[config.mk]
export PLATFORM = sky130hd
export DESIGN_NAME = acc_exec_flat
export DESIGN_NICKNAME = d
export VERILOG_FILES = /design/src/rtl/acc_exec_if.sv /design/src/rtl/acc_exec.sv /design/src/flat_wrapper.sv
export SDC_FILE = /design/constraint.sdc
export NUM_CORES = 1
export LEC_CHECK = 0
export CORE_MARGIN = 3
export CORE_UTILIZATION = 45
export DETAILED_ROUTE_END_ITERATION = 7
export GPL_TIMING_DRIVEN = 0
export PLACE_DENSITY_LB_ADDON = 0.15
export SYNTH_ARGS = -nofsm -noshare
export SYNTH_HDL_FRONTEND = slang
export SYNTH_SLANG_ARGS = --single-unit
[constraint.sdc]
create_clock -name clk -period 2.7 [get_ports clk]
set_clock_uncertainty 0.1 [all_clocks]
set_input_delay 0.54 -clock clk [delete_from_list [all_inputs] [get_ports clk]]
set_output_delay 0.54 -clock clk [all_outputs]
set_load 0.01 [all_outputs]
[src/rtl/acc_exec_if.sv]
// Signal bundle between the accumulator sequencer, its requester and the SAP-2 ALU.
// slave is the sequencer side; master is the requester/ALU side.
interface acc_exec_if;
    logic       start;
    logic [3:0] op;
    logic [7:0] operand;
    logic       use_carry;
    logic       acc_load;
    logic [7:0] alu_out;
    logic       alu_cout;
    logic [7:0] alu_a;
    logic [7:0] alu_b;
    logic       alu_cin;
    logic [3:0] alu_op;
    logic [7:0] acc;
    logic       flag_c;
    logic       flag_z;
    logic       flag_s;
    logic       busy;
    logic       done;

    modport slave (
        input  start, op, operand, use_carry, acc_load, alu_out, alu_cout,
        output alu_a, alu_b, alu_cin, alu_op, acc, flag_c, flag_z, flag_s, busy, done
    );

    modport master (
        output start, op, operand, use_carry, acc_load, alu_out, alu_cout,
        input  alu_a, alu_b, alu_cin, alu_op, acc, flag_c, flag_z, flag_s, busy, done
    );
endinterface

[src/rtl/acc_exec.sv]
// Accumulator/flags sequencer around the SAP-2 combinational ALU: owns ACC, TMP and C/Z/S,
// and runs each operation through IDLE -> EXEC -> CAPT -> WB with a one-cycle done pulse.
module acc_exec (
    input  logic       clk,
    input  logic       rst,
    acc_exec_if.slave  bus
);

    typedef enum logic [1:0] {
        IDLE = 2'd0,
        EXEC = 2'd1,
        CAPT = 2'd2,
        WB   = 2'd3
    } state_e;

    typedef enum logic [3:0] {
        OP_ADD   = 4'h0,
        OP_SUB   = 4'h1,
        OP_AND   = 4'h2,
        OP_OR    = 4'h3,
        OP_XOR   = 4'h4,
        OP_NOT   = 4'h5,
        OP_INC   = 4'h6,
        OP_DEC   = 4'h7,
        OP_RAL   = 4'h8,
        OP_RAR   = 4'h9,
        OP_PASSA = 4'hA,
        OP_PASSB = 4'hB
    } op_e;

    state_e     state_q, state_d;
    logic [7:0] acc_q, acc_d;
    logic [7:0] tmp_q, tmp_d;
    logic [7:0] res_q, res_d;
    logic       rcy_q, rcy_d;
    logic       c_q, c_d;
    logic       z_q, z_d;
    logic       s_q, s_d;
    logic       cin_q, cin_d;
    logic [3:0] op_q, op_d;
    logic       busy_q, busy_d;
    logic       done_q, done_d;

    logic       res_zero;
    logic       res_sign;

    assign res_zero = (res_q == 8'h00);
    assign res_sign = res_q[7];

    always_comb begin
        // NOTE: every next-state value defaults to its current register first, so no branch
        // below can leave a signal unassigned and infer a latch.
        state_d = state_q;
        acc_d   = acc_q;
        tmp_d   = tmp_q;
        res_d   = res_q;
        rcy_d   = rcy_q;
        c_d     = c_q;
        z_d     = z_q;
        s_d     = s_q;
        cin_d   = cin_q;
        op_d    = op_q;
        done_d  = 1'b0;

        unique case (state_q)
            IDLE: begin
                if (bus.start) begin
                    tmp_d   = bus.operand;
                    op_d    = bus.op;
                    state_d = EXEC;
                    case (bus.op)
                        OP_ADD, OP_SUB: cin_d = c_q & bus.use_carry;
                        OP_RAL, OP_RAR: cin_d = c_q;
                        default:        cin_d = 1'b0;
                    endcase
                end else if (bus.acc_load) begin
                    acc_d = bus.operand;
                end
            end

            // ALU inputs are held for this whole cycle before the result is sampled.
            EXEC: state_d = CAPT;

            CAPT: begin
                res_d   = bus.alu_out;
                rcy_d   = bus.alu_cout;
                state_d = WB;
            end

            WB: begin
                done_d  = 1'b1;
                state_d = IDLE;
                case (op_q)
                    OP_ADD, OP_SUB: begin
                        acc_d = res_q;
                        c_d   = rcy_q;
                        z_d   = res_zero;
                        s_d   = res_sign;
                    end
                    OP_AND, OP_OR, OP_XOR: begin
                        acc_d = res_q;
                        c_d   = 1'b0;
                        z_d   = res_zero;
                        s_d   = res_sign;
                    end
                    OP_INC, OP_DEC: begin
                        acc_d = res_q;
                        z_d   = res_zero;
                        s_d   = res_sign;
                    end
                    OP_RAL, OP_RAR: begin
                        acc_d = res_q;
                        c_d   = rcy_q;
                    end
                    OP_NOT, OP_PASSB: acc_d = res_q;
                    // PASS A and the unassigned opcodes still complete but change nothing.
                    default: ;
                endcase
            end

            default: state_d = IDLE;
        endcase

        busy_d = (state_d != IDLE);
    end

    // NOTE: state registers use non-blocking assignments so every flop samples the
    // pre-edge value of every other flop, independent of process evaluation order.
    always_ff @(posedge clk or posedge rst) begin
        if (rst) begin
            state_q <= IDLE;
            acc_q   <= 8'h00;
            tmp_q   <= 8'h00;
            res_q   <= 8'h00;
            rcy_q   <= 1'b0;
            c_q     <= 1'b0;
            z_q     <= 1'b0;
            s_q     <= 1'b0;
            cin_q   <= 1'b0;
            op_q    <= OP_PASSA;
            busy_q  <= 1'b0;
            done_q  <= 1'b0;
        end else begin
            state_q <= state_d;
            acc_q   <= acc_d;
            tmp_q   <= tmp_d;
            res_q   <= res_d;
            rcy_q   <= rcy_d;
            c_q     <= c_d;
            z_q     <= z_d;
            s_q     <= s_d;
            cin_q   <= cin_d;
            op_q    <= op_d;
            busy_q  <= busy_d;
            done_q  <= done_d;
        end
    end

    assign bus.alu_a   = acc_q;
    assign bus.alu_b   = tmp_q;
    assign bus.alu_cin = cin_q;
    assign bus.alu_op  = op_q;
    assign bus.acc     = acc_q;
    assign bus.flag_c  = c_q;
    assign bus.flag_z  = z_q;
    assign bus.flag_s  = s_q;
    assign bus.busy    = busy_q;
    assign bus.done    = done_q;

endmodule

[src/flat_wrapper.sv]
// flat-port wrapper written by rule: the top's interface ports become plain ports
module acc_exec_flat 
  (clk, rst, bus_start, bus_op, bus_operand, bus_use_carry, bus_acc_load, bus_alu_out, bus_alu_cout, bus_alu_a, bus_alu_b, bus_alu_cin, bus_alu_op, bus_acc, bus_flag_c, bus_flag_z, bus_flag_s, bus_busy, bus_done);
  acc_exec_if bus_i ();
  input  logic clk;
  input  logic rst;
  input wire logic [$bits(bus_i.start)-1:0] bus_start;
  input wire logic [$bits(bus_i.op)-1:0] bus_op;
  input wire logic [$bits(bus_i.operand)-1:0] bus_operand;
  input wire logic [$bits(bus_i.use_carry)-1:0] bus_use_carry;
  input wire logic [$bits(bus_i.acc_load)-1:0] bus_acc_load;
  input wire logic [$bits(bus_i.alu_out)-1:0] bus_alu_out;
  input wire logic [$bits(bus_i.alu_cout)-1:0] bus_alu_cout;
  output wire logic [$bits(bus_i.alu_a)-1:0] bus_alu_a;
  output wire logic [$bits(bus_i.alu_b)-1:0] bus_alu_b;
  output wire logic [$bits(bus_i.alu_cin)-1:0] bus_alu_cin;
  output wire logic [$bits(bus_i.alu_op)-1:0] bus_alu_op;
  output wire logic [$bits(bus_i.acc)-1:0] bus_acc;
  output wire logic [$bits(bus_i.flag_c)-1:0] bus_flag_c;
  output wire logic [$bits(bus_i.flag_z)-1:0] bus_flag_z;
  output wire logic [$bits(bus_i.flag_s)-1:0] bus_flag_s;
  output wire logic [$bits(bus_i.busy)-1:0] bus_busy;
  output wire logic [$bits(bus_i.done)-1:0] bus_done;
  assign bus_i.start = bus_start;
  assign bus_i.op = bus_op;
  assign bus_i.operand = bus_operand;
  assign bus_i.use_carry = bus_use_carry;
  assign bus_i.acc_load = bus_acc_load;
  assign bus_i.alu_out = bus_alu_out;
  assign bus_i.alu_cout = bus_alu_cout;
  assign bus_alu_a = bus_i.alu_a;
  assign bus_alu_b = bus_i.alu_b;
  assign bus_alu_cin = bus_i.alu_cin;
  assign bus_alu_op = bus_i.alu_op;
  assign bus_acc = bus_i.acc;
  assign bus_flag_c = bus_i.flag_c;
  assign bus_flag_z = bus_i.flag_z;
  assign bus_flag_s = bus_i.flag_s;
  assign bus_busy = bus_i.busy;
  assign bus_done = bus_i.done;
  acc_exec u_core (.clk(clk), .rst(rst), .bus(bus_i));
endmodule
==> impl_metrics.py <==
metrics = {
    "status": {
        "status": "complete, no violations",
    },
    "final_layout": {
        "num_antenna_cells": 0,
        "finalNetCount": 218,
        "fin_area_mm2": 0.00245,
        "regArea_um2": 928,
        "multiInputGateArea_um2": 652,
        "drive_gt1_frac": 0.323,
        "fillers": 249,
        "syn_to_final_growth_pct": 45.4,
    },
    "floorplan": {
        "floorplan.initialDensity": 0.486,
        "rows": 21,
        "ioPinCount": 60,
        "die_h_um": 67.2,
        "die_area_mm2": 0.00452,
        "die_x_um": 67.2,
        "core_mm2": 0.00347,
    },
    "power_and_ir_drop": {
        "power_frac_clock": 0.126,
        "p_leak_nw": 1.05,
        "seqPwrFrac": 0.347,
        "ir_drop_uv": 627,
        "p_int_w": 0.00211,
        "switchingPower_w": 0.000971,
        "powerDensity_mw_per_mm2": 1250,
        "p_comb_frac": 0.527,
        "switching_share": 0.316,
    },
    "place": {
        "placement.io_buffers": 59,
        "place_area_mm2": 0.00236,
        "place_hpwl_um": 2660,
        "place_congestion": 0.778,
    },
    "logic_synthesis": {
        "syn_inst": 121,
        "ys_seq_area_frac": 0.551,
        "synth_edf_count": 0,
        "synth_area_mm2": 0.00169,
        "post-synth-top-count-cell": "dfrtp_1",
        "synthFlopType": "dfrtp_1",
        "ys_ff_latch": 37,
        "ys_types": 23,
        "syn_area_per_cell_um2": 13.9,
        "synthDominantCellAreaShare": 0.520,
        "synth_area_leaders": "dfrtp_1 (52%), mux2_2 (20%), mux2_4 (7.1%)",
        "yosys.area.top_type": "dfrtp_1",
        "synthTopCellsByCount": "dfrtp_1 (35), mux2_2 (30), buf_4 (8), mux2_4 (8), nand2_1 (6)",
        "synth_fp_nets": 151,
        "ys_warn_count": 0,
        "synthArstFlopShare": 1.00,
    },
    "clock_tree": {
        "cts_buffers": 5,
        "clk_latency_ps": 280,
        "cts-htree-levels": 2,
        "post_cts_buffers": 0,
        "cts_hold_buf": 0,
        "cts-root-buf": "clkbuf_8",
        "ctsLongestPathBuffers": 2,
        "cts_sinks": 37,
        "clk_pin_slew_ps": 60,
        "cts_tree": "done",
        "ctsResizeCount": 0,
    },
    "global_routing": {
        "track_usage": 0.176,
        "grt.overflow.total": 0,
        "antenna_found_initial": 0,
        "grt_max_degree": 20,
        "grt_pass1_wl_um": 5800,
        "first_global_vias": 1231,
    },
    "worst_setup_path": {
        "cp-end-kind": "primary output",
        "worstSetupPathType": "register to primary output",
        "startpoint_type": "register",
        "cpMaxStageDelayCell": "dfstp_2",
        "cp_slowest_stage_delay_ps": 580,
        "crit_required_ps": 2060,
        "r2r-end": "u_core.bus.alu_b[1]$_DFFE_PP0P_",
        "r2r_slack_ps": 880,
        "reg2reg_depth": 5,
        "worst-path-buf-inv": 1,
        "r2r_start": "u_core.state_q[0]$_DFF_PP0_",
        "arrival_ps": 1410,
        "critPathTopFamily": "flip-flops",
        "cp_cell_sequence": "clkdlybuf4s50_1",
        "critPathMaxFanout": 6,
    },
    "timing": {
        "finalHoldViolCount": 0,
        "tns_ps": 0,
        "worst_pin_slew_ps": 775,
        "setup_viol_count_final": 0,
        "drv_slew": 0,
        "fin_crit_sh": 0.758,
        "grt_setup_unrepaired": "no",
        "fmax_ghz": 0.488,
        "relSlewSlack": 0.482,
        "post-route-min-period_ps": 2050,
    },
    "min_path": {
        "min_to": "u_core.bus.alu_cin$_DFFE_PP0P_",
        "worst_hold_path_type": "register to register",
        "min_path_cells": 2,
        "worstHoldStart": "u_core.bus.alu_cin$_DFFE_PP0P_",
    },
    "routing": {
        "avgViaCountPerCell": 4.85,
        "drt_iter0_markers": 30,
        "drc_errors": 0,
        "num_vias": 1139,
        "routedWlPerCell_um": 15.3,
        "dr.pass1.iters": 4,
        "route.antenna.remaining_nets": 0,
        "wl_um": 3590,
    },
    "flow_run": {
        "maxCapViolations": 0,
    },
}
==> per-layer routing <==
metal | vias up | wire [µm] | track usage
met2 | 35 | 1910 | 0.307
met5 | - | 0 | 0
met4 | 0 | 17 | 0.0532
met3 | 2 | 188 | 0.0549
li1 | 547 | - | -
met1 | 555 | 1470 | 0.206
==> worst max-delay path by stage <==
stage          slack [ps]                              from  cells past startpoint                         endpoint
6_report              650  u_core.bus.alu_op[3]$_DFFE_PP1P_                      1                    bus_alu_op[3]
2_1_floorplan        1120       u_core.state_q[0]$_DFF_PP0_                      4    u_core.bus.acc[0]$_DFFE_PP0P_
5_1_grt               590  u_core.bus.alu_op[3]$_DFFE_PP1P_                      1                    bus_alu_op[3]
4_1_cts               640  u_core.bus.alu_op[3]$_DFFE_PP1P_                      1                    bus_alu_op[3]
3_5_place_dp          570                         bus_start                      4  u_core.bus.alu_b[1]$_DFFE_PP0P_
3_3_place_gp          440                               rst                      2      u_core.state_q[1]$_DFF_PP0_
==> flip-flops by register name, summed over array words and instances, names as in the netlist <==
name	cells
u_core.rcy_q	1
u_core.bus.busy	1
u_core.bus.alu_op	4
u_core.bus.done	1
u_core.bus.alu_cin	1
u_core.res_q	8
u_core.bus.flag_z	1
u_core.bus.flag_c	1
u_core.bus.acc	8
u_core.bus.flag_s	1
u_core.bus.alu_b	8
u_core.state_q	2
==> layout make-up <==
type	instances	share of cell area
inverter	5	0.00766
tap	46	0.0235
timing repair buffer	60	0.252
sequential	37	0.379
multi-input combinational	67	0.266
buffer	12	0.0352
clock buffer	8	0.0368
==> placed cells by master, fill, tap and decap left out, types with 3 or more instances in the layout <==
| master | count |
|---|---|
| buf_4 | 8 |
| inv_1 | 4 |
| o21ai_0 | 4 |
| clkbuf_8 | 6 |
| clkdlybuf4s50_1 | 59 |
| ha_1 | 4 |
| mux2_4 | 8 |
| buf_2 | 3 |
| dfrtp_1 | 35 |
| mux2_2 | 30 |
| nand2_1 | 6 |
==> power groups by stage <==
| stage | clock, W | sequential, W | combinational, W |
|---|---|---|---|
| 6_report | 0.000387 | 0.00107 | 0.00162 |
| 5_1_grt | 0.000420 | 0.00111 | 0.00174 |
| 4_1_cts | 0.000398 | 0.00107 | 0.00165 |
| 3_5_place_dp | 0 | 0.00108 | 0.00164 |
| 3_3_place_gp | 0 | 0.00105 | 0.00160 |
| 2_1_floorplan | 0 | 0.00112 | 0.000868 |
==> per-stage QoR <==
stage	instances	worst slack, ps	total power, W	hold WS [ps]	util
6_report	235	653	0.00308	390	0.707
5_1_grt	235	595	0.00327	432	0.707
3_3_place_gp	226	440	0.00265	363	0.673
2_1_floorplan	121	1120	0.00199	381	-
4_1_cts	235	636	0.00312	403	0.707
3_5_place_dp	227	575	0.00272	388	0.681
==> kinds of logic after synthesis <==
group           after synthesis  synth area share
mux                          38             0.272
flops                        37             0.551
buf+inv                      17            0.0624
simple gates                 15            0.0460
compound gates               10            0.0394
fa+ha+maj                     4            0.0297
==> tightest hold or removal path: cells and delay by family, from the launching register on <==
kind / cells / cell delay (ps)
AO/OA/AOI/OAI: 1 / 60
flip-flops: 1 / 350
AND/OR/NAND/NOR: 1 / 40
Power figures use the tool's default switching activity.
